### src/rtl/reg_file_ctrl.sv
// reg_file_ctrl: accumulator-based controller for a four-entry register file.
// Each accepted instruction takes a fixed four-state trip: IDLE -> DECODE -> EXEC -> DONE.
//   opcode 00 NOP, 01 ST (Aku -> Rx), 10 LD (Rx -> Aku), 11 LDI (Aku <= imm4).
// Optional feature macro: REG_CTRL_CNT_EN adds the InstrCnt retired-instruction counter.
// Reset is asynchronous and active-high.

module reg_file_ctrl #(
  parameter int unsigned DATA_W = 8
) (
  input  logic              clk,
  input  logic              Reset,
  input  logic [7:0]        Instr,
  input  logic              InstrValid,
  output logic              InstrReady,
  input  logic [DATA_W-1:0] RegData,
  output logic [3:0]        RegX,
  output logic              RegCE,
  output logic [DATA_W-1:0] Aku,
`ifdef REG_CTRL_CNT_EN
  output logic [7:0]        InstrCnt,
`endif
  output logic              Done
);

  typedef enum logic [1:0] {
    StIdle   = 2'b00,
    StDecode = 2'b01,
    StExec   = 2'b10,
    StDone   = 2'b11
  } state_e;

  localparam logic [1:0] OpNop = 2'b00;
  localparam logic [1:0] OpSt  = 2'b01;
  localparam logic [1:0] OpLd  = 2'b10;
  localparam logic [1:0] OpLdi = 2'b11;

  state_e            state_q, state_d;
  logic [7:0]        ir_q;
  logic [DATA_W-1:0] aku_q, aku_d;
  logic              accept;
  logic [1:0]        ir_op;
  logic [1:0]        ir_reg;
  logic [3:0]        ir_imm;
  logic              uses_reg;

  assign ir_op  = ir_q[7:6];
  assign ir_reg = ir_q[5:4];
  assign ir_imm = ir_q[3:0];

  // Only IDLE listens to the offer; Instr is never looked at in other states.
  assign accept = InstrValid && (state_q == StIdle);

  // State register
  always_ff @(posedge clk or posedge Reset) begin
    if (Reset) begin
      state_q <= StIdle;
    end else begin
      state_q <= state_d;
    end
  end

  // Next-state: fixed walk through the four states once an instruction is taken
  always_comb begin
    state_d = state_q;
    unique case (state_q)
      StIdle:   if (accept) state_d = StDecode;
      StDecode: state_d = StExec;
      StExec:   state_d = StDone;
      StDone:   state_d = StIdle;
      default:  state_d = StIdle;
    endcase
  end

  // Instruction register, captured only on accept
  always_ff @(posedge clk or posedge Reset) begin
    if (Reset) begin
      ir_q <= 8'h00;
    end else if (accept) begin
      ir_q <= Instr;
    end
  end

  // Accumulator next value: loads happen on the EXEC -> DONE edge only
  always_comb begin
    aku_d = aku_q;
    if (state_q == StExec) begin
      unique case (ir_op)
        OpLd:    aku_d = RegData;
        OpLdi:   aku_d = DATA_W'(ir_imm);
        OpNop,
        OpSt:    aku_d = aku_q;
        default: aku_d = aku_q;
      endcase
    end
  end

  // Accumulator register
  always_ff @(posedge clk or posedge Reset) begin
    if (Reset) begin
      aku_q <= '0;
    end else begin
      aku_q <= aku_d;
    end
  end

  assign Aku = aku_q;

  // Outputs decoded from state and IR only, so no path from InstrValid/Instr exists
  always_comb begin
    uses_reg   = (ir_op == OpSt) || (ir_op == OpLd);
    InstrReady = (state_q == StIdle);
    Done       = (state_q == StDone);
    RegX       = 4'b0000;
    RegCE      = 1'b0;
    if (((state_q == StDecode) || (state_q == StExec)) && uses_reg) begin
      RegX = 4'b0001 << ir_reg;
    end
    // Single-cycle write strobe; RegX already settled since DECODE
    if ((state_q == StExec) && (ir_op == OpSt)) begin
      RegCE = 1'b1;
    end
  end

`ifdef REG_CTRL_CNT_EN
  logic [7:0] cnt_q;

  // Retired-instruction counter, bumps on DONE -> IDLE and wraps naturally
  always_ff @(posedge clk or posedge Reset) begin
    if (Reset) begin
      cnt_q <= 8'h00;
    end else if (state_q == StDone) begin
      cnt_q <= cnt_q + 8'h01;
    end
  end

  assign InstrCnt = cnt_q;
`endif

endmodule

### config.mk
export PLATFORM = sky130hd
export DESIGN_NAME = reg_file_ctrl
export DESIGN_NICKNAME = d
export VERILOG_FILES = /design/src/rtl/reg_file_ctrl.sv
export SDC_FILE = /design/constraint.sdc
export NUM_CORES = 1
export LEC_CHECK = 0
export CORE_MARGIN = 5
export CORE_UTILIZATION = 45
export CTS_BUF_LIST = sky130_fd_sc_hd__clkbuf_16
export DETAILED_ROUTE_END_ITERATION = 6
export PLACE_DENSITY_LB_ADDON = 0.3
export SYNTH_ARGS = -nofsm -noshare
export SYNTH_HDL_FRONTEND = slang
export SYNTH_SLANG_ARGS = --single-unit
export TNS_END_PERCENT = 30
### constraint.sdc
create_clock -name clk -period 4.5 [get_ports clk]
set_clock_uncertainty 0.05 [all_clocks]
set_input_delay 1.125 -clock clk [delete_from_list [all_inputs] [get_ports clk]]
set_output_delay 1.125 -clock clk [all_outputs]
set_load 0.01 [all_outputs]
==> flow_metrics.tcl, run 1 <==
set metrics [dict create \
    status "completed" \
    synth_top_area_share_pct 49.5 \
    cts-root-buf "clkbuf_16" \
    final_nets 132 \
    maxCapViolCount 0 \
    clock_path_buffers 2 \
    regToRegEndpoint "Aku[5]" \
    timing.final.ws_setup_ns 1.49 \
    post-route-period-util_pct 66.9 \
    rsz0062_at_grt "no" \
    grt_use_total_pct 14.6 \
    ys_warn_count 0 \
    power.density_mw_per_mm2 700 \
    slew_headroom_pct 54.0 \
    die_x_um 55.0 \
    wl_per_cell_um 14.5 \
    ys_types 14 \
    ys_ff_latch 18 \
    arrival_ns 1.83 \
    rows 16 \
    via_per_inst 4.72 \
    syn-num-nets 95 \
    synthTopCellsByArea "dfrtp_1, mux2_2, ha_1" \
    crit_path_start_kind "flip-flop" \
    clkLatencyLatePin_ns 0.24 \
    start_util_pct 46.8 \
    fin_setup_tns_ns 0 \
    antennaDiodeCount 0 \
    htreeDepth 1 \
    die_area_mm2 0.00302 \
    cts_hold_buf 0 \
    die_h_um 55.0 \
    post-cts-setup-buffer-count 0 \
    r2r_slack_ns 2.76 \
    synthArstFlopShare_pct 100 \
    yosysMostFrequentCell "mux2_2" \
    cts_tree "built" \
    vdd_drop_max_uv 414 \
    grt_pass1_wl_um 2990 \
    grt_pass1_vias 668 \
    synth-seq-area-share_pct 49.5 \
    max_freq_ghz 0.332 \
    core_area_mm2 0.00194 \
    totalPowerFinal_uw 936 \
    drt.antenna.violating_nets 0 \
    fin_crit_ns 3.01 \
    antenna_found_initial 0 \
    hold_viol 0 \
    critPathCapture "RegX[0]" \
    worstSetupEndpointType "output port" \
    ys.flop_type "dfrtp_1" \
    place_ws_ns 1.79 \
    floorplan.io_pins 34 \
    synthCells 69 \
    crit_path_max_fanout 4 \
    drc_errors 0 \
    cp-startpoint "state_q[0]" \
    area_growth_pct 47.0 \
    synth_largest_area_cell "dfrtp_1" \
    hp-class "reg2reg" \
    wl_um 1900 \
    required_ns 3.32 \
    grt_overflow 0 \
    clk_pin_slew_ns 0.05 \
    setup_viol 0 \
    hpwl_um 1390 \
    cts_buffers 3 \
    r2r_start "state_q[0]" \
    leakagePower_uw 0.000589 \
    synth_edf_count 0 \
    slew_viol_final 0 \
    crit_type "reg2out" \
    rr_worst_depth 4 \
    vias 618 \
    syn_area_per_cell_um2 13.2 \
    tightest_slew_ns 0.689 \
    portBuffers 33 \
    first_pass_iters 4 \
    post_cts_resized 0 \
    synth_commonest_cells "mux2_2, dfrtp_1, ha_1" \
    drt_iter0_markers 4 \
    gp_congestion 0.714 \
    final_layout_size_suffix_gt1_share_pct 25.0 \
    synth_area_um2 910 \
    clkSinkCount 18 \
    grt_max_degree 19 \
]
## critical path: stages, from the launching register on
cell and delay, ns:
dfrtp_1 0.36, inv_1 0.09, ha_1 0.34, nand2_1 0.09, nor3_1 0.14, clkdlybuf4s50_1 0.57
## worst min-delay path by stage
stage,slack (ns),to,cells past startpoint,from
detailed placement,0.44,ir_q[1],1,ir_q[1]
floorplan,0.42,ir_q[0],1,ir_q[0]
CTS,0.45,ir_q[1],1,ir_q[1]
global placement,0.44,ir_q[0],1,ir_q[0]
global route,0.48,ir_q[1],1,ir_q[1]
finish,0.45,ir_q[1],1,ir_q[1]
## per-layer routing
metal | part of all wire, % | global-route usage [%] | up-vias
met5 | 0 | 0 | -
met4 | 1.6 | 7.69 | 0
met3 | 4.3 | 5.36 | 4
met2 | 51 | 23.6 | 15
met1 | 43 | 16.8 | 299
li1 | - | - | 300
## area by class of cell
class	instances	area, um2
clock buffers	3	75.1
fillers	153	604
inverters	6	22.5
multi-input cells	44	425
flip-flops and latches	18	450
well taps	27	33.8
repair buffers	33	330
## placed cells by master (no fill, tap or decap)
cell type,instances
and2_2,1
clkbuf_16,3
clkdlybuf4s50_1,33
dfrtp_1,18
ha_1,7
inv_1,6
mux2_2,21
mux2i_1,1
nand2_1,2
nand2b_1,1
nand3_1,1
nor2_1,3
nor2b_1,4
nor3_1,2
nor3b_4,1
## per-stage QoR
| stage | area, um2 | util, % | std cells | hold slack, ns |
|---|---|---|---|---|
| floorplan | 910 | - | 69 | 0.424 |
| global placement | 1260 | 65.0 | 128 | 0.436 |
| detailed placement | 1260 | 65.0 | 128 | 0.442 |
| CTS | 1340 | 68.9 | 131 | 0.454 |
| global route | 1340 | 68.9 | 131 | 0.478 |
| finish | 1340 | 68.9 | 131 | 0.452 |
## kinds of logic after synthesis
group	Yosys count	share of synthesized area, %
adders and majority gates	7	9.63
buffers and inverters	7	3.71
DFF	18	49.5
muxes	22	27.1
and+or+nand+nor	15	10.0
## state kept, by name, indices dropped and copies added, names as in the netlist
register,cells
ir_q,8
Aku,8
state_q,2
## where the power goes
| group | leakage [uW] | switching [uW] | total (uW) | internal, uW |
|---|---|---|---|---|
| combinational | 0.000337 | 192 | 464 | 273 |
| sequential | 0.000215 | 50.9 | 298 | 247 |
| clock | 0.0000370 | 57.3 | 174 | 117 |
| total | 0.000589 | 300 | 936 | 636 |
Note: power is estimated with default switching activity, not from simulation.
==> run 2: changes to the inputs <==
--- a/config.mk
+++ b/config.mk
@@ -6,7 +6,7 @@
 export NUM_CORES = 1
 export LEC_CHECK = 0
 export CORE_MARGIN = 5
-export CORE_UTILIZATION = 45
+export CORE_UTILIZATION = 43
 export CTS_BUF_LIST = sky130_fd_sc_hd__clkbuf_16
 export DETAILED_ROUTE_END_ITERATION = 6
 export PLACE_DENSITY_LB_ADDON = 0.3
==> constraint.sdc (replaced) <==
create_clock -name clk -period 3.1 [get_ports clk]
set_clock_uncertainty 0.05 [all_clocks]
set_input_delay 0.775 -clock clk [delete_from_list [all_inputs] [get_ports clk]]
set_output_delay 0.775 -clock clk [all_outputs]
set_load 0.01 [all_outputs]
==> flow_metrics.tcl, run 2 (synthesized netlist as in run 1, its figures left out) <==
set metrics [dict create \
    grt_pass1_vias 719 \
    cp-startpoint "state_q[1]" \
    antennaDiodeCount 0 \
    reg.largest.list "Aku: 8 flops, ir_q: 8 flops, state_q: 2 flops" \
    die_h_um 56.0 \
    grt_use_total_pct 13.7 \
    antenna_found_initial 0 \
    grt_overflow 0 \
    clk_pin_slew_ns 0.05 \
    clkSinkCount 18 \
    clock_path_buffers 2 \
    worst-path-stages 5 \
    die_x_um 56.0 \
    drt.antenna.violating_nets 0 \
    rsz0062_at_grt "no" \
    fin_setup_tns_ns 0 \
    cpPeakStageDelay_ns 0.57 \
    grt_pass1_wl_um 3250 \
    post-cts-setup-buffer-count 0 \
    wl_um 2040 \
    critPathCapture "RegX[3]" \
    setup_viol 0 \
    crit_path_max_fanout 4 \
    drc_errors 0 \
    worstSetupEndpointType "output port" \
    leakagePower_uw 0.000590 \
    cp_num_buf_inv 2 \
    cts_tree "built" \
    final_cell_mix "clkdlybuf4s50_1, mux2_2, dfrtp_1" \
    hold_viol 0 \
    tightest_slew_ns 0.675 \
    r2r_slack_ns 1.35 \
    power_frac_clock_pct 18.9 \
    hp-class "reg2reg" \
    layout_commonest_cell "clkdlybuf4s50_1" \
    path_cells "inv_1 > ha_1 > nand3_1 > nor2_1 > clkdlybuf4s50_1" \
    hpwl_um 1550 \
    regToRegEndpoint "Aku[3]" \
    wl_per_cell_um 15.5 \
    core_area_mm2 0.00198 \
    via_per_inst 4.89 \
    rows 16 \
    post_cts_resized 0 \
    start_util_pct 45.9 \
    rr_worst_depth 4 \
    post-route-period-util_pct 85.9 \
    arrival_ns 1.84 \
    area_growth_pct 47.5 \
    max_freq_ghz 0.376 \
    totalPowerFinal_uw 1360 \
    pwr-share-seq_pct 32.0 \
    fin_crit_ns 2.66 \
    r2r_start "state_q[0]" \
    power.internal_uw 925 \
    floorplan.io_pins 34 \
    cts_hold_buf 0 \
    cts_buffers 3 \
    slowest_stage "clkdlybuf4s50_1" \
    slew_headroom_pct 55.0 \
    die_area_mm2 0.00314 \
    final_nets 132 \
    final_layout_size_suffix_gt1_share_pct 24.8 \
    first_pass_iters 4 \
    vdd_drop_max_uv 659 \
    crit_type "reg2out" \
    p_switching_uw 440 \
    p_sw_share_pct 32.2 \
    slew_viol_final 0 \
    final.fill_count 134 \
    crit_path_start_kind "flip-flop" \
    power.density_mw_per_mm2 1020 \
    maxCapViolCount 0 \
    grt_max_degree 19 \
    status "completed" \
    drt_iter0_markers 9 \
    required_ns 2.27 \
    portBuffers 33 \
    min_from "Aku[6]" \
    cp_top_family "buffers and inverters" \
    pwr-share-comb_pct 49.1 \
    cts-root-buf "clkbuf_16" \
    vias 645 \
    gp_congestion 0.665 \
    htreeDepth 1 \
    clkLatencyLatePin_ns 0.25 \
]
run 2: layer usage:
layer | vias to the layer above | routed length [um] | GRT usage [%]
met5 | - | 0 | 0
met4 | 0 | 14 | 7.12
met3 | 2 | 128 | 4.87
met2 | 21 | 1130 | 23.4
met1 | 319 | 774 | 14.8
li1 | 303 | - | -
run 2: how the worst min path moves through the flow:
stage,cells past startpoint,end,slack [ns]
global route,1,ir_q[2],0.47
floorplan,1,ir_q[0],0.42
global placement,1,ir_q[1],0.44
detailed placement,1,ir_q[2],0.44
finish,1,Aku[6],0.45
CTS,1,ir_q[2],0.46
run 2: final cells by class:
cell class	instances	area [um2]	share of cell area (%)
flip-flops and latches	18	450	33.6
inverters	6	22.5	1.68
repair buffers	33	330	24.6
clock buffers	3	75.1	5.60
clock inverters	1	3.75	0.280
well taps	27	33.8	2.52
multi-input cells	44	425	31.7
run 2: power groups by stage:
stage          Combinational, uW  Sequential, uW  Clock (uW)
6_report                     670             437         258
5_1_grt                      725             450         280
4_1_cts                      680             436         262
3_5_place_dp                 673             439           0
3_3_place_gp                 648             426           0
2_1_floorplan                393             445           0
run 2: through the flow:
stage	setup WS (ns)	hold WS (ns)	instances	cell area [um2]	utilization, %
3_5_place_dp	0.719	0.444	128	1260	63.7
5_1_grt	0.304	0.465	132	1340	67.7
4_1_cts	0.440	0.455	132	1340	67.7
2_1_floorplan	1.24	0.424	69	910	-
3_3_place_gp	0.794	0.435	128	1260	63.7
6_report	0.438	0.451	132	1340	67.7
